--- src/rtl/prefetch_queue.sv ---
`timescale 1ns/1ps
// Instruction prefetch: fetches code words from cs:ip into a byte FIFO that feeds the decoder.
// Latency: request issued the cycle after IDLE sees room; bytes readable the cycle after mem_ack.
// Backpressure: fetching pauses while fewer than two byte slots are free; a bus cycle is never abandoned.
module prefetch_queue #(
  parameter int QUEUE_DEPTH = 6
) (
  input  logic        clk,
  input  logic        reset,
  input  logic [15:0] cs,
  input  logic [15:0] new_ip,
  input  logic        load_new_ip,
  output logic        mem_access,
  output logic [18:0] mem_address,
  input  logic        mem_ack,
  input  logic [15:0] mem_data,
  input  logic        fifo_rd_en,
  output logic [7:0]  fifo_rd_data,
  output logic        fifo_empty
);

  localparam int PW = (QUEUE_DEPTH > 1) ? $clog2(QUEUE_DEPTH) : 1;
  localparam int CW = $clog2(QUEUE_DEPTH + 1);

  typedef enum logic [1:0] {IDLE, FETCH, DISCARD} state_e;

  state_e          state_q, state_d;
  logic [15:0]     fetch_ip_q, fetch_ip_d;
  logic [18:0]     mem_address_q, mem_address_d;
  logic [CW-1:0]   count_q, count_d;
  logic [PW-1:0]   rd_ptr_q, rd_ptr_d;
  logic [PW-1:0]   wr_ptr_q, wr_ptr_d;
  logic [7:0]      fifo_mem_q [QUEUE_DEPTH];
  logic [7:0]      fifo_mem_d [QUEUE_DEPTH];
  logic            push_two;
  logic            push_one;
  logic            pop;

  // Pointers advance modulo the queue depth, which need not be a power of two.
  function automatic logic [PW-1:0] ptr_inc(input logic [PW-1:0] p);
    if (p == PW'(QUEUE_DEPTH - 1)) begin
      return '0;
    end
    return p + PW'(1);
  endfunction

  assign mem_access   = (state_q != IDLE);
  assign mem_address  = mem_address_q;
  assign fifo_empty   = (count_q == CW'(0));
  assign fifo_rd_data = fifo_mem_q[rd_ptr_q];

  // Next-state, bus address and push decisions; a branch overrides the fetch offset.
  always_comb begin
    state_d       = state_q;
    fetch_ip_d    = fetch_ip_q;
    mem_address_d = mem_address_q;
    push_two      = 1'b0;
    push_one      = 1'b0;
    case (state_q)
      IDLE: begin
        if (!load_new_ip && (count_q <= CW'(QUEUE_DEPTH - 2))) begin
          state_d = FETCH;
          // (cs*16 + ip) / 2 == cs*8 + ip/2, since cs*16 is even.
          mem_address_d = {cs, 3'b000} + {4'b0000, fetch_ip_q[15:1]};
        end
      end
      FETCH: begin
        if (mem_ack) begin
          state_d = IDLE;
          if (!load_new_ip) begin
            if (fetch_ip_q[0]) begin
              push_one   = 1'b1;
              fetch_ip_d = fetch_ip_q + 16'd1;
            end else begin
              push_two   = 1'b1;
              fetch_ip_d = fetch_ip_q + 16'd2;
            end
          end
        end else if (load_new_ip) begin
          // The outstanding bus cycle must complete; its data will be dropped.
          state_d = DISCARD;
        end
      end
      DISCARD: begin
        if (mem_ack) begin
          state_d = IDLE;
        end
      end
      default: state_d = IDLE;
    endcase
    if (load_new_ip) begin
      fetch_ip_d = new_ip;
    end
  end

  // Byte FIFO: up to two pushes and one pop per cycle; a branch empties it.
  always_comb begin
    fifo_mem_d = fifo_mem_q;
    wr_ptr_d   = wr_ptr_q;
    rd_ptr_d   = rd_ptr_q;
    pop        = fifo_rd_en && (count_q != CW'(0));
    if (push_two) begin
      fifo_mem_d[wr_ptr_q]          = mem_data[7:0];
      fifo_mem_d[ptr_inc(wr_ptr_q)] = mem_data[15:8];
      wr_ptr_d                      = ptr_inc(ptr_inc(wr_ptr_q));
    end else if (push_one) begin
      fifo_mem_d[wr_ptr_q] = mem_data[15:8];
      wr_ptr_d             = ptr_inc(wr_ptr_q);
    end
    if (pop) begin
      rd_ptr_d = ptr_inc(rd_ptr_q);
    end
    count_d = count_q
            + (push_two ? CW'(2) : (push_one ? CW'(1) : CW'(0)))
            - (pop ? CW'(1) : CW'(0));
    if (load_new_ip) begin
      count_d  = CW'(0);
      rd_ptr_d = '0;
      wr_ptr_d = '0;
    end
  end

  // State registers; reset drops any bus request immediately.
  always_ff @(posedge clk or negedge reset) begin
    if (!reset) begin
      state_q       <= IDLE;
      fetch_ip_q    <= '0;
      mem_address_q <= '0;
      count_q       <= '0;
      rd_ptr_q      <= '0;
      wr_ptr_q      <= '0;
      for (int i = 0; i < QUEUE_DEPTH; i++) begin
        fifo_mem_q[i] <= '0;
      end
    end else begin
      state_q       <= state_d;
      fetch_ip_q    <= fetch_ip_d;
      mem_address_q <= mem_address_d;
      count_q       <= count_d;
      rd_ptr_q      <= rd_ptr_d;
      wr_ptr_q      <= wr_ptr_d;
      fifo_mem_q    <= fifo_mem_d;
    end
  end

endmodule

--- config.mk ---
export PLATFORM = sky130hd
export DESIGN_NAME = prefetch_queue
export DESIGN_NICKNAME = d
export VERILOG_FILES = /design/src/rtl/prefetch_queue.sv
export SDC_FILE = /design/constraint.sdc
export NUM_CORES = 1
export LEC_CHECK = 0
export ABC_AREA = 1
export BUFFER_PORTS_ARGS = -buffer_cell sky130_fd_sc_hd__buf_2
export CAP_MARGIN = 20
export CORE_MARGIN = 4
export CORE_UTILIZATION = 60
export DETAILED_ROUTE_END_ITERATION = 6
export PLACE_DENSITY_LB_ADDON = 0.15
export SLEW_MARGIN = 25
export SYNTH_ARGS = -nofsm -noshare
export SYNTH_HDL_FRONTEND = slang
export SYNTH_SLANG_ARGS = --single-unit
export TNS_END_PERCENT = 20
--- constraint.sdc ---
create_clock -name clk -period 5.3 [get_ports clk]
set_input_delay 0.53 -clock clk [delete_from_list [all_inputs] [get_ports clk]]
set_output_delay 0.53 -clock clk [all_outputs]
set_load 0.01 [all_outputs]
# After elaboration in Yosys (flattened, before gate mapping)
# Index checks and enable logic that the tools add are counted.
# totals
elab_cells,108
reg_bits,94
inputBits,53
out_inout_bits,29
# classes
n_reduce_logical,17
eq_ne,8
bitwise,3
n_addsub,8
muxes,54
order_cmp,6
# op_table
op,n
$bwmux W48,3
$mux W48,2
$mux W16,4
$demux W8 S3,2
$mux W3,14
$mux W8,4
$bmux W8 S3,1
$add A19 B15 Y19,1
$mux W1,18
$add A16 B1 Y16 const B,1
$add A16 B2 Y16 const B,1
$ge A4 B4 Y1 const B,3
$not A3 Y4,3
$mux W2,5
$reduce_bool A2 Y1,5
$add A3 B1 Y3 const B,3
$eq A3 B3 Y1 const B,3
$lt A4 B1 Y1 const B,2
$pmux W2 S3,1
$reduce_bool A3 Y1,2
$logic_and A1 B1 Y1,4
$ne A2 B2 Y1 const B,2
$reduce_and A2 Y1,2
$add A3 B2 Y3,1
other kinds (9),9

# Logic depth before layout (Yosys ltp)
# depth
depth_word,14
depth_mapped,13
ltp_nobuf,13

# Worst setup path after synthesis
# No wires, ideal clock.
# synth_path
path_kind,input -> register
start,input load_new_ip
end,register count_q[2]
path_stages,13
slack_ns,2.988
t_required_ns,5.173
path_buffers,3
arrival_time_ns,2.185
setup_ns,0.127
cell_sequence,buf_4 > inv_4 > nand3_4 > inv_4 > nand2_4 > buf_6 > buf_6 > nor2_1 > nor2_1 > fa_1 > xnor2_1 > o21ai_0 > a21oi_1
# synth_via
elab_chain_cells,8
word_cells_on_any_way,11
cone_classes,add/sub: 2; mux: 9
# synth_lines
item,line_no,source
from (decl),12,"input logic load_new_ip,"
$mux W1,70,if (!load_new_ip) begin
$mux W1,68,if (mem_ack) begin
$mux W1,59,case (state_q)
$mux W1,114,+ (push_two ? CW'(2) : (push_one ? CW'(1) : CW'(0)))
$mux W2,114,
$add A3 B2 Y3,114,
$sub A3 B1 Y3,115,- (pop ? CW'(1) : CW'(0));
$mux W3 (*),116,if (load_new_ip) begin
via count_d[2],30,"logic [CW-1:0] count_q, count_d;"
to (signal assigned),139,count_q <= count_d;
to (decl),30,
# Mark *: on every way through the listed nets, which the timed path passes. The rest lies on a longest branch.
# A chain may end at the register's enable or synchronous reset.

# Final worst setup path
# layout_path
start,register rd_ptr_q[0]
end,output fifo_rd_data[7]
# layout_via
elab_chain_cells,4
# layout_lines
item,line_no,source
from (decl),31,"logic [PW-1:0] rd_ptr_q, rd_ptr_d;"
from (signal assigned),140,rd_ptr_q <= rd_ptr_d;
$not A3 Y4 (not written as such),50,assign fifo_rd_data = fifo_mem_q[rd_ptr_q];
$bmux W8 S3,50,
$mux W8 (not written as such) (2 in series),50,
to (decl),18,"output logic [7:0] fifo_rd_data,"
# Every way passes these cells. The select of a mux whose other input is x is not followed.

==> impl_metrics.tcl <==
set metrics [dict create \
    outcome "complete, no violations" \
    arrival_ns 3.03 \
    start_util_pct 62.3 \
    critical_path_buf_inv_count 2 \
    postCtsHoldBufs 0 \
    ys_top_cells_by_count "320 x nand2_1, 106 x o21ai_0, 94 x dfrtp_1" \
    reg2reg_from "state_q[1]" \
    finalCritPeriodShare_pct 67.1 \
    path_cells "clkinv_1 > o21ai_0 > o211ai_1 > nand2_1 > nand2_1 > buf_2" \
    rsz0062_at_grt "false" \
    drive_gt1_share_pct 13.6 \
    clock_path_buffers 2 \
    slowest_delay_ns 0.96 \
    cp_common_cell "nand2_1" \
    path_max_fanout 27 \
    fp.dieH_um 112 \
    worstSetupStartpoint "rd_ptr_q[0]" \
    place_area_sq_um 6890 \
    cts_setup_buffers 0 \
    routed_wl_um 16900 \
    drt_first_iter_violations 745 \
    synth.ff_latch_count 94 \
    die-area_sq_um 12500 \
    via_per_inst 5.54 \
    relSlewSlack_pct 37.9 \
    cp-start-kind "flip-flop" \
    ff2ff_path_depth 10 \
    synth_top_area_share_pct 36.3 \
    num_vias 6318 \
    synth_edf_count 0 \
    grt_usage_pct 28.0 \
    cts_max_level 3 \
    yosysTopAreaCell "dfrtp_1" \
    detail-route-antenna-nets 0 \
    post-route-util_pct 68.0 \
    remaining_drc_errors 0 \
    first_pass_iters 7 \
    hold_class "input port to asynchronous set/reset pin" \
    crit_family "buffers and inverters" \
    area_growth_pct 9.28 \
    antenna_found_initial 0 \
    ir_worst_vdd_v 0.000269 \
    synth_seq_area_share_pct 36.3 \
    cts_repair_resize_count 0 \
    ys.flop_type "dfrtp_1" \
    finalMaxSlewViolations 0 \
    diodes 0 \
    grt_pass1_wl_um 28700 \
    syn_inst 938 \
    clk_latency_ns 0.38 \
    synth_warnings 0 \
    design_area_sq_um 7090 \
    fp.coreArea_sq_um 10400 \
    yosysUniqueCellTypes 42 \
    finalSetupViolCount 0 \
    syn_area_sq_um 6490 \
    synthesis.nets 1008 \
    portBuffers 81 \
    place_ws_ns 2.19 \
    maxCapViolCount 0 \
    synth_area_leaders "dfrtp_1 36%, nand2_1 19%, o21ai_0 8.2%, nand3_1 5.6%, inv_1 5.3%" \
    crit_type "flip-flop to primary output" \
    worst_pin_slew_ns 0.932 \
    path_depth 6 \
    r2r_end "count_q[2]" \
    clock-root-buffer "clkbuf_8" \
    fin_crit_ns 3.56 \
    grt_pass1_vias 5752 \
    numCtsBuffers 9 \
    grt_max_degree 81 \
    gp_congestion 0.923 \
    io_pins 82 \
    crit_end "fifo_rd_data[7]" \
    cts_sinks 94 \
    end_kind "primary output" \
    async_reset_ff_share_pct 100 \
    fin_worst_skew_ns 0.0113 \
    regToRegSetupSlack_ns 2.60 \
    finalNonFillerCells 1141 \
    nets 1070 \
    critPathSlowestCell "dfrtp_1" \
    gr-total-overflow 0 \
    place_inst 1125 \
    hold_viol_final 0 \
    die_w_um 112 \
    path_clk_slew_ns 0.09 \
    fin_ws_ns 1.74 \
    cp.required_ns 4.77 \
    hpwl_um 12100 \
    clock.fmax_mhz 281 \
    wl_per_cell_um 14.8 \
    finalSetupTns_ns 0 \
    rows 37 \
    yosysMostFrequentCell "nand2_1" \
    power.density_nw_per_um2 369 \
    leakage_nw 3.80 \
    syn_area_per_cell_sq_um 6.91 \
    cts_tree "built" \
]
-- worst reg2reg max path, cell delays in order (launching register included) --
cell and delay (ns):
dfrtp_1 0.43, nor2_4 0.16, nand3_4 0.22, inv_4 0.25, nand2_4 0.42, nor2_1 0.22
nor2_1 0.08, fa_1 0.44, xnor2_1 0.15, o21ai_0 0.16, a21oi_1 0.06
-- flip-flops by register name, summed over array words and instances, names as in the netlist --
| register | count |
|---|---|
| mem_address | 19 |
| rd_ptr_q | 3 |
| state_q | 2 |
| fetch_ip_q | 16 |
| fifo_mem_q | 48 |
| wr_ptr_q | 3 |
| count_q | 3 |
-- cells in the final DEF (no fill, tap or decap), drive strengths merged, types with 3 or more instances in the layout --
cell,synthesis,final
a21oi,24,24
buf,22,83
clkbuf,10,10
clkinv,3,7
dfrtp,94,94
ha,15,15
inv,103,103
nand2,327,327
nand3,75,75
nand3b,3,3
nor2,62,62
nor3,9,9
o211ai,19,19
o21ai,122,122
o22ai,16,16
o311ai,5,5
or2,3,3
xnor2,5,5
xor2,7,7
-- worst min path at each step --
stage | endpoint | slack (ns)
2_1_floorplan | count_q[0] | 0.23
3_3_place_gp | mem_address[3] | 0.45
3_5_place_dp | mem_address[2] | 0.46
4_1_cts | mem_address[6] | 0.10
5_1_grt | mem_address[6] | 0.13
6_report | mem_address[6] | 0.09
-- routing by layer --
layer / vias to the layer above / GRT usage, % / wire length (um)
li1: 3181 / - / -
met1: 2830 / 42.8 / 7720
met2: 276 / 40.7 / 7440
met3: 31 / 4.08 / 1480
met4: 0 / 9.13 / 302
met5: - / 1.96 / 0
-- power by group --
group | switching (mW) | internal [mW] | total (mW)
logic | 0.679 | 0.400 | 1.08
registers | 0.153 | 0.890 | 1.04
clock network | 0.261 | 0.229 | 0.491
-- cell families after synthesis --
| family | share of synthesized area, % |
|---|---|
| simple gates | 32.2 |
| compound gates | 17.3 |
| buf+inv | 9.14 |
| flops | 36.3 |
| fa+ha+maj | 3.51 |
| xor+xnor | 1.62 |
-- cell type report --
cell class / instances / area, sq um
Multi-Input combinational cell: 706 / 3540
Fill cell: 989 / 3330
Timing Repair Buffer: 83 / 423
Clock inverter: 6 / 61.3
Tap cell: 136 / 170
Inverter: 106 / 403
Sequential cell: 94 / 2350
Clock buffer: 10 / 138
-- stage by stage --
stage / power, mW / hold slack (ns)
floorplan: 1.78 / 0.234
global placement: 2.10 / 0.452
detailed placement: 2.12 / 0.456
CTS: 2.62 / 0.104
global route: 2.84 / 0.132
finish: 2.61 / 0.0935
No activity file was read; power rests on OpenSTA's default activity.
